## src/rtl/router_pkg.sv

```systemverilog
// Shared router definitions: default widths, header field layout, FSM encodings.
// Latency: n/a (declarations only).
// Backpressure: n/a.
package router_pkg;

    // Default data-path geometry.
    localparam int DATA_W_DEF = 8;
    localparam int ADDR_W_DEF = 2;
    localparam int NUM_CH_DEF = 3;
    localparam int CNT_W_DEF  = 16;

    // Header layout: destination address in the LSBs, payload length above it.
    localparam int HDR_ADDR_LSB = 0;
    localparam int HDR_LEN_LSB  = ADDR_W_DEF;

    // Router FSM state encodings, shared with the input FSM.
    localparam logic [2:0] ST_DECODE_ADDRESS     = 3'd0;
    localparam logic [2:0] ST_LOAD_FIRST_DATA    = 3'd1;
    localparam logic [2:0] ST_LOAD_DATA          = 3'd2;
    localparam logic [2:0] ST_LOAD_PARITY        = 3'd3;
    localparam logic [2:0] ST_FIFO_FULL_STATE    = 3'd4;
    localparam logic [2:0] ST_LOAD_AFTER_FULL    = 3'd5;
    localparam logic [2:0] ST_WAIT_TILL_EMPTY    = 3'd6;
    localparam logic [2:0] ST_CHECK_PARITY_ERROR = 3'd7;

endpackage

```

## src/rtl/router_parity_chk.sv

```systemverilog
// Packet parity and payload-length checker for the router data-path register.
// Latency: err/len_err/pkt_good resolve one cycle after parity_done rises.
// Backpressure: payload stalled by a full FIFO is counted once, on first load.
module router_parity_chk
    import router_pkg::*;
#(
    parameter int DATA_W = DATA_W_DEF,
    parameter int ADDR_W = ADDR_W_DEF
) (
    input  logic              clk,
    input  logic              reset,
    input  logic              hdr_cap,
    input  logic              lfd_state,
    input  logic              ld_state,
    input  logic              laf_state,
    input  logic              full_state,
    input  logic              fifo_full,
    input  logic              pkt_valid,
    input  logic              low_pkt_valid,
    input  logic [DATA_W-1:0] data_in,
    input  logic [DATA_W-1:0] hdr,
    output logic              parity_done,
    output logic              err,
    output logic              len_err,
    output logic              pkt_good
);
    localparam int LEN_W = DATA_W - ADDR_W;

    logic [DATA_W-1:0] int_parity;
    logic [DATA_W-1:0] ext_parity;
    logic [LEN_W-1:0]  len_cnt;
    logic              parity_done_q;
    logic              chk;
    logic              par_ok;
    logic              len_ok;

    // The check fires exactly once, on the first cycle parity_done is seen high.
    assign chk      = parity_done & ~parity_done_q;
    assign par_ok   = (int_parity == ext_parity);
    assign len_ok   = (len_cnt == hdr[DATA_W-1:ADDR_W]);
    assign pkt_good = chk & ~hdr_cap & par_ok & len_ok;

    // Running parity over header and payload, plus saturating payload count.
    always_ff @(posedge clk) begin
        if (reset || hdr_cap) begin
            int_parity <= '0;
            len_cnt    <= '0;
        end else if (lfd_state) begin
            int_parity <= int_parity ^ hdr;
        end else if (ld_state && pkt_valid && !full_state) begin
            int_parity <= int_parity ^ data_in;
            if (len_cnt != '1) begin
                len_cnt <= len_cnt + 1'b1;
            end
        end
    end

    // Trailing parity byte is captured whenever it arrives, even into a full FIFO.
    always_ff @(posedge clk) begin
        if (reset) begin
            ext_parity <= '0;
        end else if (ld_state && !pkt_valid) begin
            ext_parity <= data_in;
        end
    end

    // parity_done waits for the FIFO to accept the parity byte (directly or via LAF).
    always_ff @(posedge clk) begin
        if (reset || hdr_cap) begin
            parity_done <= 1'b0;
        end else if ((ld_state && !fifo_full && !pkt_valid) ||
                     (laf_state && low_pkt_valid && !parity_done)) begin
            parity_done <= 1'b1;
        end
    end

    // Delayed copy of parity_done for rising-edge detection.
    always_ff @(posedge clk) begin
        if (reset) begin
            parity_done_q <= 1'b0;
        end else begin
            parity_done_q <= parity_done;
        end
    end

    // Error flags are evaluated once per packet and held until the next header.
    always_ff @(posedge clk) begin
        if (reset || hdr_cap) begin
            err     <= 1'b0;
            len_err <= 1'b0;
        end else if (chk) begin
            err     <= ~par_ok;
            len_err <= ~len_ok;
        end
    end

endmodule

```

## src/rtl/router_reg_param.sv

```systemverilog
// Router data-path register: header latch, payload forwarding, parity/length check.
// Latency: dout is registered, one cycle behind data_in; status one cycle after parity.
// Backpressure: one byte parked in hold_byte while the FIFO is full, replayed in LAF.
module router_reg_param
    import router_pkg::*;
#(
    parameter int DATA_W = DATA_W_DEF,
    parameter int ADDR_W = ADDR_W_DEF,
    parameter int NUM_CH = NUM_CH_DEF,
    parameter int CNT_W  = CNT_W_DEF
) (
    input  logic              clk,
    input  logic              reset,
    input  logic              pkt_valid,
    input  logic              fifo_full,
    input  logic              detect_addr,
    input  logic              ld_state,
    input  logic              laf_state,
    input  logic              full_state,
    input  logic              lfd_state,
    input  logic              rst_int_reg,
    input  logic [DATA_W-1:0] data_in,
    output logic [DATA_W-1:0] dout,
    output logic              err,
    output logic              len_err,
    output logic              parity_done,
    output logic              low_pkt_valid,
    output logic [CNT_W-1:0]  pkt_count
);
    localparam logic [ADDR_W:0] NUM_CH_L = (ADDR_W+1)'(NUM_CH);

    logic [DATA_W-1:0] hdr;
    logic [DATA_W-1:0] hold_byte;
    logic              hdr_cap;
    logic              pkt_good;

    // A header is only taken for a channel that exists; others are left to the FSM.
    assign hdr_cap = detect_addr & pkt_valid & ({1'b0, data_in[ADDR_W-1:0]} < NUM_CH_L);

    // Header latch.
    always_ff @(posedge clk) begin
        if (reset) begin
            hdr <= '0;
        end else if (hdr_cap) begin
            hdr <= data_in;
        end
    end

    // Output byte: header first, then payload, then the parked byte after a stall.
    always_ff @(posedge clk) begin
        if (reset) begin
            dout <= '0;
        end else if (lfd_state) begin
            dout <= hdr;
        end else if (ld_state && !fifo_full) begin
            dout <= data_in;
        end else if (laf_state) begin
            dout <= hold_byte;
        end
    end

    // Park the byte that arrived while the FIFO was full.
    always_ff @(posedge clk) begin
        if (reset) begin
            hold_byte <= '0;
        end else if (ld_state && fifo_full) begin
            hold_byte <= data_in;
        end
    end

    // Source has ended the packet; the clear from the FSM takes precedence.
    always_ff @(posedge clk) begin
        if (reset || rst_int_reg) begin
            low_pkt_valid <= 1'b0;
        end else if (ld_state && !pkt_valid) begin
            low_pkt_valid <= 1'b1;
        end
    end

    // Good-packet counter, sticks at all-ones instead of wrapping.
    always_ff @(posedge clk) begin
        if (reset) begin
            pkt_count <= '0;
        end else if (pkt_good && (pkt_count != '1)) begin
            pkt_count <= pkt_count + 1'b1;
        end
    end

    router_parity_chk #(
        .DATA_W (DATA_W),
        .ADDR_W (ADDR_W)
    ) u_parity_chk (
        .clk           (clk),
        .reset         (reset),
        .hdr_cap       (hdr_cap),
        .lfd_state     (lfd_state),
        .ld_state      (ld_state),
        .laf_state     (laf_state),
        .full_state    (full_state),
        .fifo_full     (fifo_full),
        .pkt_valid     (pkt_valid),
        .low_pkt_valid (low_pkt_valid),
        .data_in       (data_in),
        .hdr           (hdr),
        .parity_done   (parity_done),
        .err           (err),
        .len_err       (len_err),
        .pkt_good      (pkt_good)
    );

endmodule

```

## config.mk

```make
export PLATFORM = sky130hd
export DESIGN_NAME = router_reg_param
export DESIGN_NICKNAME = d
export VERILOG_FILES = /design/src/rtl/router_pkg.sv /design/src/rtl/router_parity_chk.sv /design/src/rtl/router_reg_param.sv
export SDC_FILE = /design/constraint.sdc
export NUM_CORES = 1
export LEC_CHECK = 0
export ABC_AREA = 1
export BUFFER_PORTS_ARGS = -buffer_cell sky130_fd_sc_hd__buf_4
export CAP_MARGIN = 20
export CORE_MARGIN = 4
export CORE_UTILIZATION = 50
export CTS_BUF_LIST = sky130_fd_sc_hd__clkbuf_8 sky130_fd_sc_hd__clkbuf_16
export DETAILED_ROUTE_END_ITERATION = 6
export PLACE_DENSITY_LB_ADDON = 0.25
export SKIP_CTS_REPAIR_TIMING = 1
export SYNTH_ARGS = -nofsm -noshare
export SYNTH_HDL_FRONTEND = slang
export SYNTH_SLANG_ARGS = --single-unit
```

## constraint.sdc

```tcl
create_clock -name clk -period 1.7 [get_ports clk]
set_clock_uncertainty 0.2 [all_clocks]
set_input_delay 0.255 -clock clk [delete_from_list [all_inputs] [get_ports clk]]
set_output_delay 0.255 -clock clk [all_outputs]
set_load 0.01 [all_outputs]
```

; ---- Word-level counts from Yosys, hierarchy flattened
; Index checks and enable logic that the tools add are counted.
[classes]
addsub = 2
magnitude_cmp = 1
eq_ne = 4
mux = 5
bitwise_logic = 13
n_reduce_logical = 19
[op_table]
columns = operator, n
row1 = 8-bit 2-to-1 mux, 5
row2 = "16-bit by 1-bit adder with 16-bit output, second input constant", 1
row3 = "16-bit != test, second input constant", 1
row4 = 8-bit bitwise XOR, 2
row5 = 1-bit logical AND, 9
row6 = 8-bit == test, 1
row7 = "6-bit by 1-bit adder with 6-bit output, second input constant", 1
row8 = 1-bit bitwise AND, 6
row9 = 6-bit == test, 1
row10 = "6-bit != test, second input constant", 1
row11 = 1-bit inverter, 5
row12 = 1-bit logical NOT, 4
row13 = 1-bit logical OR, 3
row14 = 3-bit AND reduction, 1
row15 = 3-bit nonzero test, 1
row16 = "2-bit less-than comparator, second input constant", 1
row17 = 2-bit nonzero test, 1
[totals]
register_bits = 67
output_inout_bits = 28

; ---- Logic depth before layout (Yosys ltp)
; Gate-level depths: netlist of the first run.
[depth]
depth_word = 7
depth_mapped = 12
depth_no_buf = 11

; ---- Cells and area by module
; From an unflattened synthesis of the first run, not the netlist that was laid out.
[hier_totals]
hier_cells = 519
hier_area_um2 = 3408.3
[by_module_without_submodules]
columns = module, instances, cells_each, area_each_um2
row1 = router_reg_param, 1, 290, 1978.1
row2 = router_parity_chk, 1, 229, 1430.1

; ---- Worst setup path before layout of the first run
; No wires, ideal clock.
[synth_path]
path_kind = register -> register
start = register pkt_count[0]
end = register pkt_count[13]
arrival_ps = 1439
path_slack_ps = -54
stages_incl_launch_ff = 9
period_less_slack_ps = 1754
path_cell_list = dfxtp_1 -> ha_1 -> nand3_1 -> nor3_2 -> nand3b_2 -> nand2_1 -> nor2_1 -> a21oi_1 -> nor2_1
[synth_between]
elab_chain_cells = 2
[synth_lines]
columns = item, line_no
row1 = "start, declared", router_reg_param.sv:28  ; output logic [CNT_W-1:0] pkt_count
row2 = "start signal, assigned", router_reg_param.sv:85  ; pkt_count <= pkt_count + 1'b1;
row3 = branches (longest 2 deep; another with 16-bit by 1-bit adder with 16-bit output), --
; Parallel ways; which one is timed is not known.
; A chain may end at the register's enable or synchronous reset.

; ---- Worst setup path in the final report of the first run
[layout_path]
start = register u_parity_chk.ext_parity[7]
end = register pkt_count[0]
[layout_between]
elab_chain_cells = 4
[layout_lines]
columns = item, line_no
row1 = "start, declared", router_parity_chk.sv:30  ; logic [DATA_W-1:0] ext_parity;
row2 = "start signal, assigned", router_parity_chk.sv:63  ; ext_parity <= data_in;
row3 = 8-bit == test, router_parity_chk.sv:39  ; assign par_ok = (int_parity == ext_parity);
row4 = 1-bit bitwise AND (2 in a row), router_parity_chk.sv:41  ; assign pkt_good = chk & ~hdr_cap & par_ok & len_ok;
row5 = 1-bit logical AND, router_reg_param.sv:84  ; end else if (pkt_good && (pkt_count != '1)) begin
; Every way passes these cells.

==> flow_summary.toml, run 1 <==
[floorplanning]
fp.dieW_um = 88.8
die_area_um2 = 7890
rows = 29
die_height_um = 88.8
start_util_pct = 51.4
ioPinCount = 46
core_um2 = 6350

[sta]
setup_slack_ns = -0.114
worst_pin_slew_ns = 0.322
maxSlewViolCount = 0
rsz0062_at_grt = "yes"
period_minus_slack_ns = 1.81
hold_viol = 5
setup_viol = 13
worst_hold_slack_ns = -0.0228
max_slew_margin_pct = 78.5
fmax_ghz = 0.551
finalCritPeriodShare_pct = 107
finalSetupTns_ns = -0.792

[place]
place.port_buffers = 45
placed_cell_area_um2 = 3960
gp_congestion = 0.837
dp_hpwl_um = 6420

[power]
p_leak_nw = 2.06
peakVddDrop_v = 0.000773
totalPowerFinal_mw = 3.72
p_per_area_nw_per_um2 = 828

[cts]
cts_sinks = 67
clk-insertion-delay-late_ns = 0.35
cts_max_level = 3
clockBufferDepth = 2
cts_tree = "yes"
root_buffer = "clkbuf_8"
path_clk_slew_ns = 0.07
cts_buffers = 9

[layout]
layout-drive-gt1-share_pct = 33.2
diodes = 0
final_nets = 594
area_delta_synth_final_pct = 37.7
final_core_utilization_pct = 70.8
nFillCells = 503
stdcell_area_um2 = 4490

[yosys]
synth.net_count = 497
ys_async_sr_fraction_pct = 0
syn_area_um2 = 3260
yosys_warnings = 0
syn_area_per_cell_um2 = 6.84
synth_ff_type = "dfxtp_1"
synth_cells = 477
synth_edf_count = 0
ys_seq_elements = 67
ys_seq_area_share_pct = 41.1
ys_types = 34

[run_status]
violations = "negative hold slack, negative setup slack"
outcome = "finished with violations"

[route]
ant_nets = 0
post_drt_wl_per_cell_um = 14.6
num_vias = 3547
totalWireLength_um = 9610
vias_per_cell = 5.41
drt_iter0_markers = 276
dr.pass1.iters = 5
drc_errors = 0

[grt]
global_route.overflow_total = 0
grtUsageTotal_pct = 23.5
grt_pass1_vias = 3149
antenna_found_initial = 0
grt_pass1_wl_um = 14300
grt_start_max_net_pins = 32

[setup_path]
crit_path_start_kind = "flop"
critPathArrivalTime_ns = 1.86
required_ns = 1.75
crit_path_end_kind = "flop"
critical_path_peak_fanout = 6
crit_type = "reg -> reg"

[flow_run]
maxCapViolCount = 0

[worst_hold_path]
hp-class = "in -> reg"
-- layout by cell type, fill, tap and decap left out, types with 3 or more instances in the layout --
cell and instances:
nand3_1 16, buf_6 3, dfxtp_1 45, buf_4 92
nor2_4 5, nand4_1 7, nand2_2 13, o211ai_1 8
a31oi_1 8, a21oi_2 5, nand2_1 92, nor2_2 8
a21oi_1 47, clkbuf_8 11, nand3_2 11, dlygate4sd3_1 6
nor2_1 49, inv_2 9, dfxtp_2 20, inv_1 52
o21ai_0 50
-- power by group --
| group | total, mW | switching, mW | internal (mW) | leakage, nW |
|---|---|---|---|---|
| registers | 1.69 | 0.0498 | 1.64 | 0.557 |
| clock network | 1.53 | 0.631 | 0.898 | 0.117 |
| logic | 0.503 | 0.289 | 0.214 | 1.39 |
| total | 3.72 | 0.969 | 2.75 | 2.06 |
-- through the flow --
stage	hold WS (ns)	instances	worst slack (ns)
2_1_floorplan	0.124	477	0.0129
3_5_place_dp	0.223	626	-0.0923
4_1_cts	-0.150	642	-0.135
3_3_place_gp	0.221	626	-0.0172
5_1_grt	-0.000356	656	-0.194
6_report	-0.0228	656	-0.114
-- worst paths after layout --
check                                                        startpoint                                 endpoint  slack [ns]  cells past startpoint
worst max-delay path            u_parity_chk.ext_parity[7]$_SDFFE_PP0P_                pkt_count[0]$_SDFFE_PP0P_       -0.11                     12
worst min-delay path                                         data_in[1]                hold_byte[1]$_SDFFE_PP0P_       -0.02                      3
worst max register to register  u_parity_chk.ext_parity[7]$_SDFFE_PP0P_                pkt_count[0]$_SDFFE_PP0P_       -0.11                     12
worst min register to register  u_parity_chk.int_parity[1]$_SDFFE_PP0P_  u_parity_chk.int_parity[1]$_SDFFE_PP0P_        0.24                      1
-- area by class of cell --
| type | instances | area [um2] | share of cell area [%] |
|---|---|---|---|
| clock buffers | 11 | 151 | 3.37 |
| well taps | 77 | 96.3 | 2.14 |
| clock inverters | 5 | 76.3 | 1.70 |
| multi-input cells | 334 | 1770 | 39.3 |
| inverters | 60 | 225 | 5.01 |
| repair buffers | 102 | 805 | 17.9 |
| flip-flops and latches | 67 | 1370 | 30.6 |
-- worst max-delay path, cell delays in order, from the launching register on --
cell	delay (ns)
dfxtp_1	0.37
inv_1	0.06
nand2_1	0.07
nand2_1	0.07
nor2_2	0.09
nand2_2	0.08
nor2_4	0.14
nand2_2	0.08
nor2_4	0.22
buf_4	0.17
nand3_1	0.06
nand2_1	0.06
nor2_1	0.04
-- logic make-up after synthesis --
family / count (synthesis) / synth area share, %
compound gates: 120 / 19.6
xor+xnor: 2 / 0.537
fa+ha+maj: 2 / 0.766
buf+inv: 77 / 10.2
flops: 67 / 41.1
simple gates: 209 / 27.8
-- routing by layer --
layer,share of wire [%],track usage (%),vias to the layer above
met5,0,0,-
met4,1.1,5.91,0
met3,6.3,6.33,14
met2,50,39.9,111
met1,42,29.3,1664
li1,-,-,1758
-- flip-flops by register name, summed over array words and instances (netlist names) --
register	flops
pkt_count	16
dout	8
hdr	8
hold_byte	8
u_parity_chk.ext_parity	8
u_parity_chk.int_parity	8
u_parity_chk.len_cnt	6
low_pkt_valid	1
u_parity_chk.err	1
u_parity_chk.len_err	1
u_parity_chk.parity_done	1
u_parity_chk.parity_done_q	1
-- Yosys cell counts, types with 2 or more instances --
| master | number | share of area [%] |
|---|---|---|
| nand2_1 | 104 | 12 |
| dfxtp_1 | 67 | 41 |
| inv_1 | 58 | 6.7 |
| nor2_1 | 56 | 6.4 |
| a21oi_1 | 50 | 7.7 |
| o21ai_0 | 50 | 7.7 |
| nand3_1 | 26 | 4.0 |
| a31oi_1 | 8 | 1.5 |
| o211ai_1 | 8 | 1.8 |
| nand4_1 | 7 | 1.3 |
| clkbuf_1 | 6 | 0.69 |
| buf_2 | 5 | 0.77 |
| nor2_2 | 4 | 0.77 |
| a21oi_2 | 2 | 0.54 |
| buf_6 | 2 | 0.69 |
| ha_1 | 2 | 0.77 |
| inv_2 | 2 | 0.23 |
| nand2_2 | 2 | 0.38 |
| nor3_1 | 2 | 0.31 |
| nor3_2 | 2 | 0.61 |
Power figures use the tool's default switching activity.
==> inputs of run 2 (changes only) <==
- CORE_MARGIN: 4 -> default
==> run 2 against run 1 <==
Effect of this change: the flow still finishes with violations (negative hold slack, negative setup slack); global-route usage grew 2.6 points; via count down 0.76%; sequential cell count is the same; register-to-register slack worse by 0.02 ns; critical path type unchanged; largest power group unchanged.
==> flow_summary.toml, run 2 (same netlist as run 1, synthesis figures left out) <==
[setup_path]
endpoint = "pkt_count[13]$_SDFFE_PP0P_"
crit_type = "reg -> reg"
r2r_end = "pkt_count[13]$_SDFFE_PP0P_"
crit_path_start_kind = "flop"
critical_path_peak_fanout = 4
critPathArrivalTime_ns = 1.87
r2r_slack_ns = -0.13
reg2reg_depth = 9
crit_start = "pkt_count[2]$_SDFFE_PP0P_"
worstReg2RegStart = "pkt_count[2]$_SDFFE_PP0P_"
required_ns = 1.74
crit_path_end_kind = "flop"

[floorplanning]
fp.dieW_um = 82.8
start_util_pct = 51.7
rows = 29
die_area_um2 = 6860
ioPinCount = 46
die_height_um = 82.8
core_um2 = 6310

[sta]
max_slew_margin_pct = 68.3
hold_viol = 5
setup_viol = 11
worst_pin_slew_ns = 0.476
setup_slack_ns = -0.131
maxSlewViolCount = 0
rsz0062_at_grt = "yes"
fmax_ghz = 0.546
period_minus_slack_ns = 1.83
worst_hold_slack_ns = -0.0163
finalCritPeriodShare_pct = 108

[run_status]
outcome = "finished with violations"
violations = "negative hold slack, negative setup slack"

[flow_run]
maxCapViolCount = 0

[grt]
grt_util_met2_pct = 41.6
busiest_layer = "met2"
grtUsageTotal_pct = 26.1
global_route.overflow_total = 0
grtUsageMet1_pct = 35.5
antenna_found_initial = 0
grt_pass1_wl_um = 14500
grt_pass1_vias = 3090
met3_usage_pct = 4.57
grt_start_max_net_pins = 32

[place]
gp_congestion = 0.839
post-place-ws_ns = -0.127
place.port_buffers = 45
dp_hpwl_um = 6450

[power]
intPower_mw = 2.56
combPwrFrac_pct = 14.6
p_leak_nw = 2.04
seqPwrFrac_pct = 47.8
totalPowerFinal_mw = 3.53
clockPowerShare_pct = 37.7
swShare_pct = 27.5
peakVddDrop_v = 0.000567
p_switching_mw = 0.970
p_per_area_nw_per_um2 = 792

[layout]
area_delta_synth_final_pct = 36.7
final_cell_mix = "nand2_1, buf_4, inv_1, o21ai_0, nor2_1"
diodes = 0
layout_commonest_cell = "nand2_1"
layout-drive-gt1-share_pct = 33.3
regMostFlops = "pkt_count"
final_nets = 589
largest_reg_flops = 16

[route]
vias_per_cell = 5.41
totalWireLength_um = 9460
num_vias = 3520
drc_errors = 0
post_drt_wl_per_cell_um = 14.5
dr.pass1.iters = 5
drt_iter0_markers = 269
ant_nets = 0

[cts]
clk-insertion-delay-late_ns = 0.34
cts_tree = "yes"
clockBufferDepth = 2
path_clk_slew_ns = 0.07
cts_sinks = 67
cts_buffers = 9
root_buffer = "clkbuf_8"
cts_max_level = 3

[worst_hold_path]
hp-class = "in -> reg"
holdCritStartpoint = "data_in[1]"
==> run 2: changes by cell type in the layout (fill, tap and decap cells not counted), sizes merged <==
cell | previous run | this run
buf | 96 | 92
bufinv | 2 | 1
clkinvlp | 1 | 2
dlygate4sd3 | 6 | 4
inv | 61 | 62
==> run 2: layout make-up <==
class | instances | area, um2
fillers | 506 | 1850
multi-input cells | 334 | 1780
flip-flops and latches | 67 | 1380
repair buffers | 97 | 785
inverters | 60 | 225
clock buffers | 10 | 138
well taps | 77 | 96.3
clock inverters | 6 | 57.6
==> run 2: power groups by stage <==
stage / clock network [mW] / registers, mW / logic [mW]
detailed placement: 0 / 1.72 / 0.446
finish: 1.33 / 1.69 / 0.515
CTS: 1.35 / 1.69 / 0.449
global placement: 0 / 1.72 / 0.436
floorplan: 0 / 1.72 / 0.255
global route: 1.44 / 1.69 / 0.567
==> run 2: how the worst min path moves through the flow <==
| stage | end | slack, ns | depth (start not counted) |
|---|---|---|---|
| after floorplan | hold_byte[7]$_SDFFE_PP0P_ | 0.12 | 1 |
| after global placement | low_pkt_valid$_SDFFE_PP0P_ | 0.22 | 2 |
| after detailed placement | low_pkt_valid$_SDFFE_PP0P_ | 0.22 | 2 |
| after CTS | low_pkt_valid$_SDFFE_PP0P_ | -0.14 | 2 |
| after global routing | hold_byte[3]$_SDFFE_PP0P_ | 0.0003 | 3 |
| final | hold_byte[1]$_SDFFE_PP0P_ | -0.02 | 3 |
==> run 2: critical path, cell delays in order, from the launching register on <==
cell     delay [ns]
dfxtp_1        0.41
nand3_1        0.14
nor2_1         0.16
nand3_1        0.13
nor2_1         0.13
nand2_1        0.12
nor2_1         0.18
nand3_1        0.13
nand2_1        0.10
nor2_1         0.05
==> run 2: routing by layer <==
layer	share of wire, %	vias up
met2	47	138
met3	6.5	18
met5	0	-
li1	-	1745
met1	44	1619
met4	2.1	0
==> run 2: per-stage QoR <==
stage	util [%]	setup TNS [ns]	cells	area (um2)
final	70.7	-0.480	651	4460
after global routing	70.7	-2.18	651	4460
after CTS	65.2	-1.46	637	4120
after detailed placement	62.1	-1.16	621	3920
after global placement	62.1	-0.267	621	3920
after floorplan	-	0	477	3300
